File: src/rtl/acc_neuron_slave.sv
// acc_neuron_slave
//   Bus-mapped 16-tap Q8.8 multiply-accumulate neuron with ReLU and saturation.
//   The CPU fills the input, weight and bias buffers over the bus. It raises
//   start, polls done, and reads the result back.
//
// Ports
//   clk, rst_n   : rising-edge clock, asynchronous active-low reset
//   iBusWrite    : one-cycle write strobe (DbStore)
//   iBusRead     : one-cycle read strobe (DbLoad)
//   iBusAddr     : word address
//   iBusData     : write data
//   oBusData     : registered read data; holds until the next read
//   iACC_en      : enable level; low forces IDLE from any state
//   iACC_start   : start level; only a rising edge launches a run
//   oACC_done    : high while the FSM sits in DONE
//
// Address map
//   0x00-0x0F x[i] R/W, 0x10-0x1F w[i] R/W, 0x20 bias R/W,
//   0x21 result RO, 0x22 status RO {14'b0, busy, done}, others read 0.
//   Buffer writes are dropped while busy (RUN or FINISH).
//
// Handshake: a bus strobe is a single-cycle valid with no ready. The slave
// always accepts it on the sampling edge, and read data appears one cycle later.
module acc_neuron_slave #(
  parameter int N_TAPS = 16,
  parameter int FRAC   = 8
) (
  input  logic        clk,
  input  logic        rst_n,
  input  logic        iBusWrite,
  input  logic        iBusRead,
  input  logic [7:0]  iBusAddr,
  input  logic [15:0] iBusData,
  output logic [15:0] oBusData,
  input  logic        iACC_en,
  input  logic        iACC_start,
  output logic        oACC_done
);

  localparam int ACC_W = 36;
  localparam int IDX_W = $clog2(N_TAPS);

  typedef enum logic [1:0] {IDLE, RUN, FINISH, DONE} state_t;

  state_t state, nextState;

  logic signed [15:0]      xMem [N_TAPS];
  logic signed [15:0]      wMem [N_TAPS];
  logic signed [15:0]      bias;
  logic        [15:0]      result;
  logic signed [ACC_W-1:0] acc;
  logic        [IDX_W-1:0] idx;
  logic                    start_q;

  logic                    startEdge;
  logic                    loadAcc;
  logic                    doMac;
  logic                    writeRes;
  logic                    busy;
  logic signed [31:0]      prod;
  logic        [15:0]      satResult;
  logic        [15:0]      rdData;
  logic                    wrOk;

  assign startEdge = iACC_start && !start_q;

  // State register
  always_ff @(posedge clk or negedge rst_n) begin
    if (!rst_n) state <= IDLE;
    else        state <= nextState;
  end

  // Next-state logic; a low enable overrides every transition.
  always_comb begin
    nextState = state;
    case (state)
      IDLE:    if (startEdge) nextState = RUN;
      RUN:     if (idx == IDX_W'(N_TAPS - 1)) nextState = FINISH;
      FINISH:  nextState = DONE;
      DONE:    if (!iACC_start) nextState = IDLE;
      default: nextState = IDLE;
    endcase
    if (!iACC_en) nextState = IDLE;
  end

  // Output / datapath-control decode
  always_comb begin
    loadAcc   = 1'b0;
    doMac     = 1'b0;
    writeRes  = 1'b0;
    busy      = 1'b0;
    oACC_done = 1'b0;
    case (state)
      IDLE:    loadAcc = iACC_en && startEdge;
      RUN:     begin doMac = iACC_en; busy = 1'b1; end
      FINISH:  begin writeRes = iACC_en; busy = 1'b1; end
      DONE:    oACC_done = 1'b1;
      default: ;
    endcase
  end

  assign prod = xMem[idx] * wMem[idx];

  // ReLU, then clamp to the largest positive Q8.8, else truncate the low FRAC bits.
  always_comb begin
    if (acc[ACC_W-1])
      satResult = 16'h0000;
    else if (acc[ACC_W-1:FRAC] > (ACC_W-FRAC)'(16'h7FFF))
      satResult = 16'h7FFF;
    else
      satResult = acc[FRAC+15:FRAC];
  end

  // Datapath registers
  always_ff @(posedge clk or negedge rst_n) begin
    if (!rst_n) begin
      acc     <= '0;
      idx     <= '0;
      start_q <= 1'b0;
      result  <= '0;
    end else begin
      start_q <= iACC_start;
      if (loadAcc) begin
        acc <= {{(ACC_W-16-FRAC){bias[15]}}, bias, {FRAC{1'b0}}};
        idx <= '0;
      end else if (doMac) begin
        acc <= acc + {{(ACC_W-32){prod[31]}}, prod};
        idx <= idx + 1'b1;
      end
      if (writeRes) result <= satResult;
    end
  end

  // Bus write side
  assign wrOk = iBusWrite && !busy;

  always_ff @(posedge clk or negedge rst_n) begin
    if (!rst_n) begin
      for (int i = 0; i < N_TAPS; i++) begin
        xMem[i] <= '0;
        wMem[i] <= '0;
      end
      bias <= '0;
    end else if (wrOk) begin
      if (iBusAddr[7:5] == 3'b000) begin
        if (iBusAddr[4]) wMem[iBusAddr[3:0]] <= iBusData;
        else             xMem[iBusAddr[3:0]] <= iBusData;
      end else if (iBusAddr == 8'h20) begin
        bias <= iBusData;
      end
    end
  end

  // Bus read side; the mux sees pre-edge values, so same-cycle read/write returns old data.
  always_comb begin
    rdData = 16'h0000;
    if (iBusAddr[7:5] == 3'b000) begin
      if (iBusAddr[4]) rdData = wMem[iBusAddr[3:0]];
      else             rdData = xMem[iBusAddr[3:0]];
    end else begin
      case (iBusAddr)
        8'h20:   rdData = bias;
        8'h21:   rdData = result;
        8'h22:   rdData = {14'b0, busy, oACC_done};
        default: rdData = 16'h0000;
      endcase
    end
  end

  always_ff @(posedge clk or negedge rst_n) begin
    if (!rst_n)        oBusData <= '0;
    else if (iBusRead) oBusData <= rdData;
  end

endmodule

File: config.mk
export PLATFORM = sky130hd
export DESIGN_NAME = acc_neuron_slave
export DESIGN_NICKNAME = d
export VERILOG_FILES = /design/src/rtl/acc_neuron_slave.sv
export SDC_FILE = /design/constraint.sdc
export NUM_CORES = 2
export LEC_CHECK = 0
export BUFFER_PORTS_ARGS = -buffer_cell sky130_fd_sc_hd__buf_2
export CAP_MARGIN = 20
export CORE_ASPECT_RATIO = 0.6
export CORE_MARGIN = 2
export CORE_UTILIZATION = 39
export DETAILED_ROUTE_END_ITERATION = 8
export REMOVE_ABC_BUFFERS = 1
export SETUP_SLACK_MARGIN = 0.1
export SYNTH_ARGS = -nofsm -noshare
export SYNTH_HDL_FRONTEND = slang
export SYNTH_SLANG_ARGS = --single-unit
export TNS_END_PERCENT = 1
File: constraint.sdc
create_clock -name clk -period 27 [get_ports clk]
set_clock_uncertainty 0.15 [all_clocks]
set_input_delay 2.7 -clock clk [delete_from_list [all_inputs] [get_ports clk]]
set_output_delay 2.7 -clock clk [all_outputs]
set_load 0.03 [all_outputs]
**After elaboration in Yosys (flattened, before gate mapping)**

Index checks and enable logic that the tools add are counted.
W data, S select, Z words.

- $add $sub $neg: 2
- $mul: 1
- Magnitude comparators: 4
- Equal/unequal tests: 10
- Multiplexer cells: 35
- Bitwise operators: 4
- Reductions and logical operators: 14

Operator list:

| kind | number |
|---|---|
| $bwmux W256 | 2 |
| $bmux W16 S4 | 4 |
| $mux W16 | 13 |
| $mux W36 | 2 |
| $demux W16 S4 | 1 |
| $pmux W16 S3 | 1 |
| $add A36 B36 Y36 | 1 |
| $mul A16 B16 Y32 | 1 |
| $gt A28 B15 Y1 const B | 1 |
| $eq A8 B6 Y1 const B | 3 |
| $reduce_and A3 Y1 | 4 |
| $ge A5 B5 Y1 const B | 2 |
| $not A4 Y5 | 2 |
| $ne A3 B3 Y1 const B | 3 |
| $mux W2 | 4 |
| $mux W4 | 2 |
| $pmux W2 S4 | 1 |
| $lt A5 B1 Y1 const B | 1 |
| $mux W1 | 5 |
| $add A4 B1 Y4 const B | 1 |
| $eq A2 B2 Y1 const B | 2 |
| $eq A4 B4 Y1 const B | 1 |
| $logic_and A1 B1 Y1 | 4 |
| $logic_not A3 Y1 | 1 |
| other kinds (6) | 8 |

- Register bits: 603
- Bits of input ports: 30
- Output and inout bits: 17
- Logic and storage cells: 109

**Longest topological paths before layout**

- Word-level depth: 8
- Mapped depth: 42
- Mapped depth without buffers: 38

**Least setup slack after synthesis**

OpenSTA, ideal clock, no wires.

- Path type: register to register
- From: reg idx[0]
- To: reg acc[35]
- Library setup time: 82 ps
- Data arrival time: 9765 ps
- Data required time: 26768 ps
- Path slack: 17003 ps
- Stages on the path, launching flop included: 38
- Path buffers: 4
- Clock period less this slack: 9997 ps
- Cells stage by stage: dfrtp_1 clkbuf_1 buf_2 buf_2 buf_2 mux4_2 mux2_2 o21ai_1 nor2_1 fa_1 inv_1 fa_1 fa_1 inv_1 fa_1 fa_1 inv_1 fa_1 [2 not listed] a21oi_1 o21ai_0 o41ai_1 o31a_1 a21oi_1 a211o_1 a31oi_1 xnor2_1 ha_1 a21o_1 a21oi_1 o21ai_0 a31o_2 a21o_1 o41ai_1 xnor3_1 or3_1 a31oi_1

- Word-level cells in the longest chain between the ends: 8
- Elaborated cells between the ends (all ways): 11
- Those cells by class: add/sub (1); mul (1); mux (8); bitwise (1)

RTL lines:

| what | RTL line | source |
|---|---|---|
| from (decl) | 52 | `logic [IDX_W-1:0] idx;` |
| from (signal assigned) | 128 | `idx <= idx + 1'b1;` |
| $not A4 Y5 (not written as such) * | 102 | `assign prod = xMem[idx] * wMem[idx];` |
| $bmux W16 S4 | 102 |  |
| $mux W16 (not written as such) (2 in a row) | 102 |  |
| $mul A16 B16 Y32 * | 102 |  |
| $add A36 B36 Y36 * | 127 | `acc <= acc + {{(ACC_W-32){prod[31]}}, prod};` |
| $mux W36 * | 126 | `end else if (doMac) begin` |
| $mux W36 * | 123 | `if (loadAcc) begin` |
| to (signal assigned) | 124 | `acc <= {{(ACC_W-16-FRAC){bias[15]}}, bias, {FRAC{1'b0}}};` |
| to (signal assigned) | 127 |  |
| to (decl) | 51 | `logic signed [ACC_W-1:0] acc;` |

Every way passes the cells marked *; elsewhere a longest branch is shown, timed or not. The select of a mux whose other input is x is not followed.
A chain may end at the register's enable or synchronous reset.

**Worst setup path after layout**

Same ends and word-level chain as after synthesis.

==> flow_summary.ini <==
[floorplan]
io_pins = 47
die_h_microns = 260
rows = 93
die-area_sq_um = 112000
floorplan.initialDensity = 0.394
fp.dieW_microns = 430
core_sq_um = 108000

[final_layout]
post-route-util = 0.429
layout_common_cells = dfrtp_1 (599), mux2_2 (566), inv_1 (330)
final_common_cell = dfrtp_1
area_growth_pct = 8.85
multi_input_area_sq_um = 25300
ff_latch_area_sq_um = 15100
drive_above_1_share = 0.330
stdcell_count = 4812
finalNetCount = 3753
n_fill_cell = 9869

[cts]
cts_tree = done
clkSinkCount = 603
numCtsBuffers = 57
ctsHoldBuffers = 0
cts_root_buf = clkbuf_16
cts_resized = 0
cts_setup_buffers = 0
clk_latency_ps = 670
clock_path_buffers = 3
htreeDepth = 2
clkTransAtPathRegs_ps = 70

[placed_design]
numPortBuffers = 46
gp_congestion = 0.954
dpl.cell_count = 4701
dp_hpwl_mm = 89.0

[setup_path]
regToRegSetupSlack_ps = 14150
cpLargestDelayFamily = compound AO/OA/AOI/OAI gates
crit_path_end_kind = flop
r2r_end = acc[35]
slowest_delay_ps = 790
cpMaxStageDelayCell = buf_4
cpMostUsedCell = fa_1
cp.arrival_ps = 13300
worstPathRequired_ps = 27440
r2r-start = idx[0]
reg2reg_depth = 36
crit_fanout = 39
startpoint_type = flop
critical_path_buf_inv_count = 7
worstSetupPathType = flop to flop

[global_route]
overflow = 0
grtUsageMet2 = 0.297
met3_usage = 0.0786
grt_pass1_vias = 28000
grt_max_degree = 148
globalRouteMet1Util = 0.367
antenna_found_initial = 3
grt_first_pass_wirelength_mm = 190
busiest_layer = met1
grt_usage = 0.229

[logic_synthesis]
synth_edf_count = 0
synth.avg_cell_area_sq_um = 12.5
ys_seq_area_frac = 0.356
ys_warn_count = 0
synthesis.area_sq_um = 42400
synthArstFlopShare = 1.00
synthCells = 3385
ys.flop_type = dfrtp_1
ys_types = 71
ys_ff_latch = 603

[detailed_routing]
drt-initial-drc-count = 2855
drtPass1Iterations = 8
vias = 28000
drt-total-wl_mm = 126
post-route-drc-count = 0
viasPerCell = 5.82
drtAntennaViolNets = 0
wl_per_cell_microns = 26.2

[timing]
tightestPinTransition_ps = 1060
timing.slew.headroom = 0.291
rsz0062_at_grt = false
setup_viol = 0
fin_crit_sh = 0.476
hold_viol_final = 0
fin_crit_ps = 12850
max_freq_mhz = 77.8
setup-tns-final_ps = 0
drv_slew = 0

[worst_hold_path]
hold_end = result[12]
min-delay-start = result[12]
hold_path_depth = 2
min_path_type = flop to flop

[pwr]
power_density_nw_per_um2 = 75.0
p_leak_uw = 0.0214
total_power_uw = 3460
peakVddDrop_mv = 0.0506

[outcome]
status = finished clean

[run]
maxCapViolCount = 0
## worst max-delay path by stage
stage                      start      end  depth (start not counted)
final                     idx[0]  acc[35]                         36
after global routing      idx[0]  acc[35]                         37
after CTS                 idx[0]  acc[35]                         36
after detailed placement  idx[0]  acc[35]                         36
after global placement    idx[0]  acc[35]                         36
after floorplan           idx[0]  acc[35]                         33
## per-layer routing
metal	share of wire	vias to the layer above
li1	-	11800
met1	0.48	14800
met2	0.39	1221
met3	0.12	120
met4	0.012	2
met5	0.000095	-
## cell families after synthesis
kind of cell | Yosys count | share of synthesized area
AOI/OAI and AO/OA | 311 | 0.0480
xor gates and xnor gates | 64 | 0.0135
adders and majority gates | 385 | 0.160
buffers and inverters | 551 | 0.0501
DFF | 603 | 0.356
muxes | 889 | 0.314
and+or+nand+nor | 582 | 0.0586
## power breakdown
| group | switching, uW | total (uW) | internal [uW] |
|---|---|---|---|
| Clock | 385 | 854 | 469 |
| Sequential | 108 | 1100 | 994 |
| Combinational | 932 | 1510 | 574 |
| Total | 1430 | 3460 | 2040 |
## sequential cells by signal, indices dropped and copies added (netlist names)
register and cells:
xMem 256, result 16, acc 36, wMem 256, state 2, start_q 1
idx 4, bias 16, oBusData 16
## worst min-delay path, cell delays in order, from the launching register on
cell and delay, ps:
dfrtp_1 350, nand2_1 50, o31ai_1 50
## cells in the mapped netlist, types with 4 or more instances
cell type	instances	area (sq um)
and3_1	7	43.8
and2_1	5	31.3
inv_1	330	1240
nor2b_1	10	62.6
xnor2_1	46	403
o31ai_1	18	135
or4_1	4	30.0
mux2_2	566	6370
a31oi_1	10	62.6
o21ai_1	14	70.1
a222oi_1	14	140
nor3_1	15	75.1
fa_1	263	5270
xor2_1	17	149
or2_2	4	25.0
mux4_2	298	6710
a211o_1	4	35.0
o21bai_1	13	97.6
ha_1	122	1530
nor2_1	260	976
o21a_1	19	143
mux2i_1	25	250
a211oi_1	9	67.6
o21ai_0	46	230
a21oi_1	105	526
nand3_1	19	95.1
clkbuf_1	160	601
nand2b_1	33	206
dfrtp_1	603	15100
buf_2	45	225
buf_1	15	56.3
nand2_1	202	758
a21o_1	26	195
nand4_1	6	37.5
## metrics by stage
step,hold slack (ps),setup slack (ps),instance area (sq um)
2_1_floorplan,298,12780,41600
3_3_place_gp,312,14470,44200
3_5_place_dp,321,14190,44200
4_1_cts,339,14150,46100
5_1_grt,354,13310,46200
6_report,339,14150,46200
## layout make-up
class | instances | area share
timing repair buffer | 115 | 0.0179
tap | 1425 | 0.0386
sequential | 603 | 0.327
inverter | 330 | 0.0268
multi-input combinational | 2231 | 0.548
antenna | 2 | 0.000108
clock inverter | 23 | 0.00574
clock buffer | 83 | 0.0360
Power figures use the tool's default switching activity.
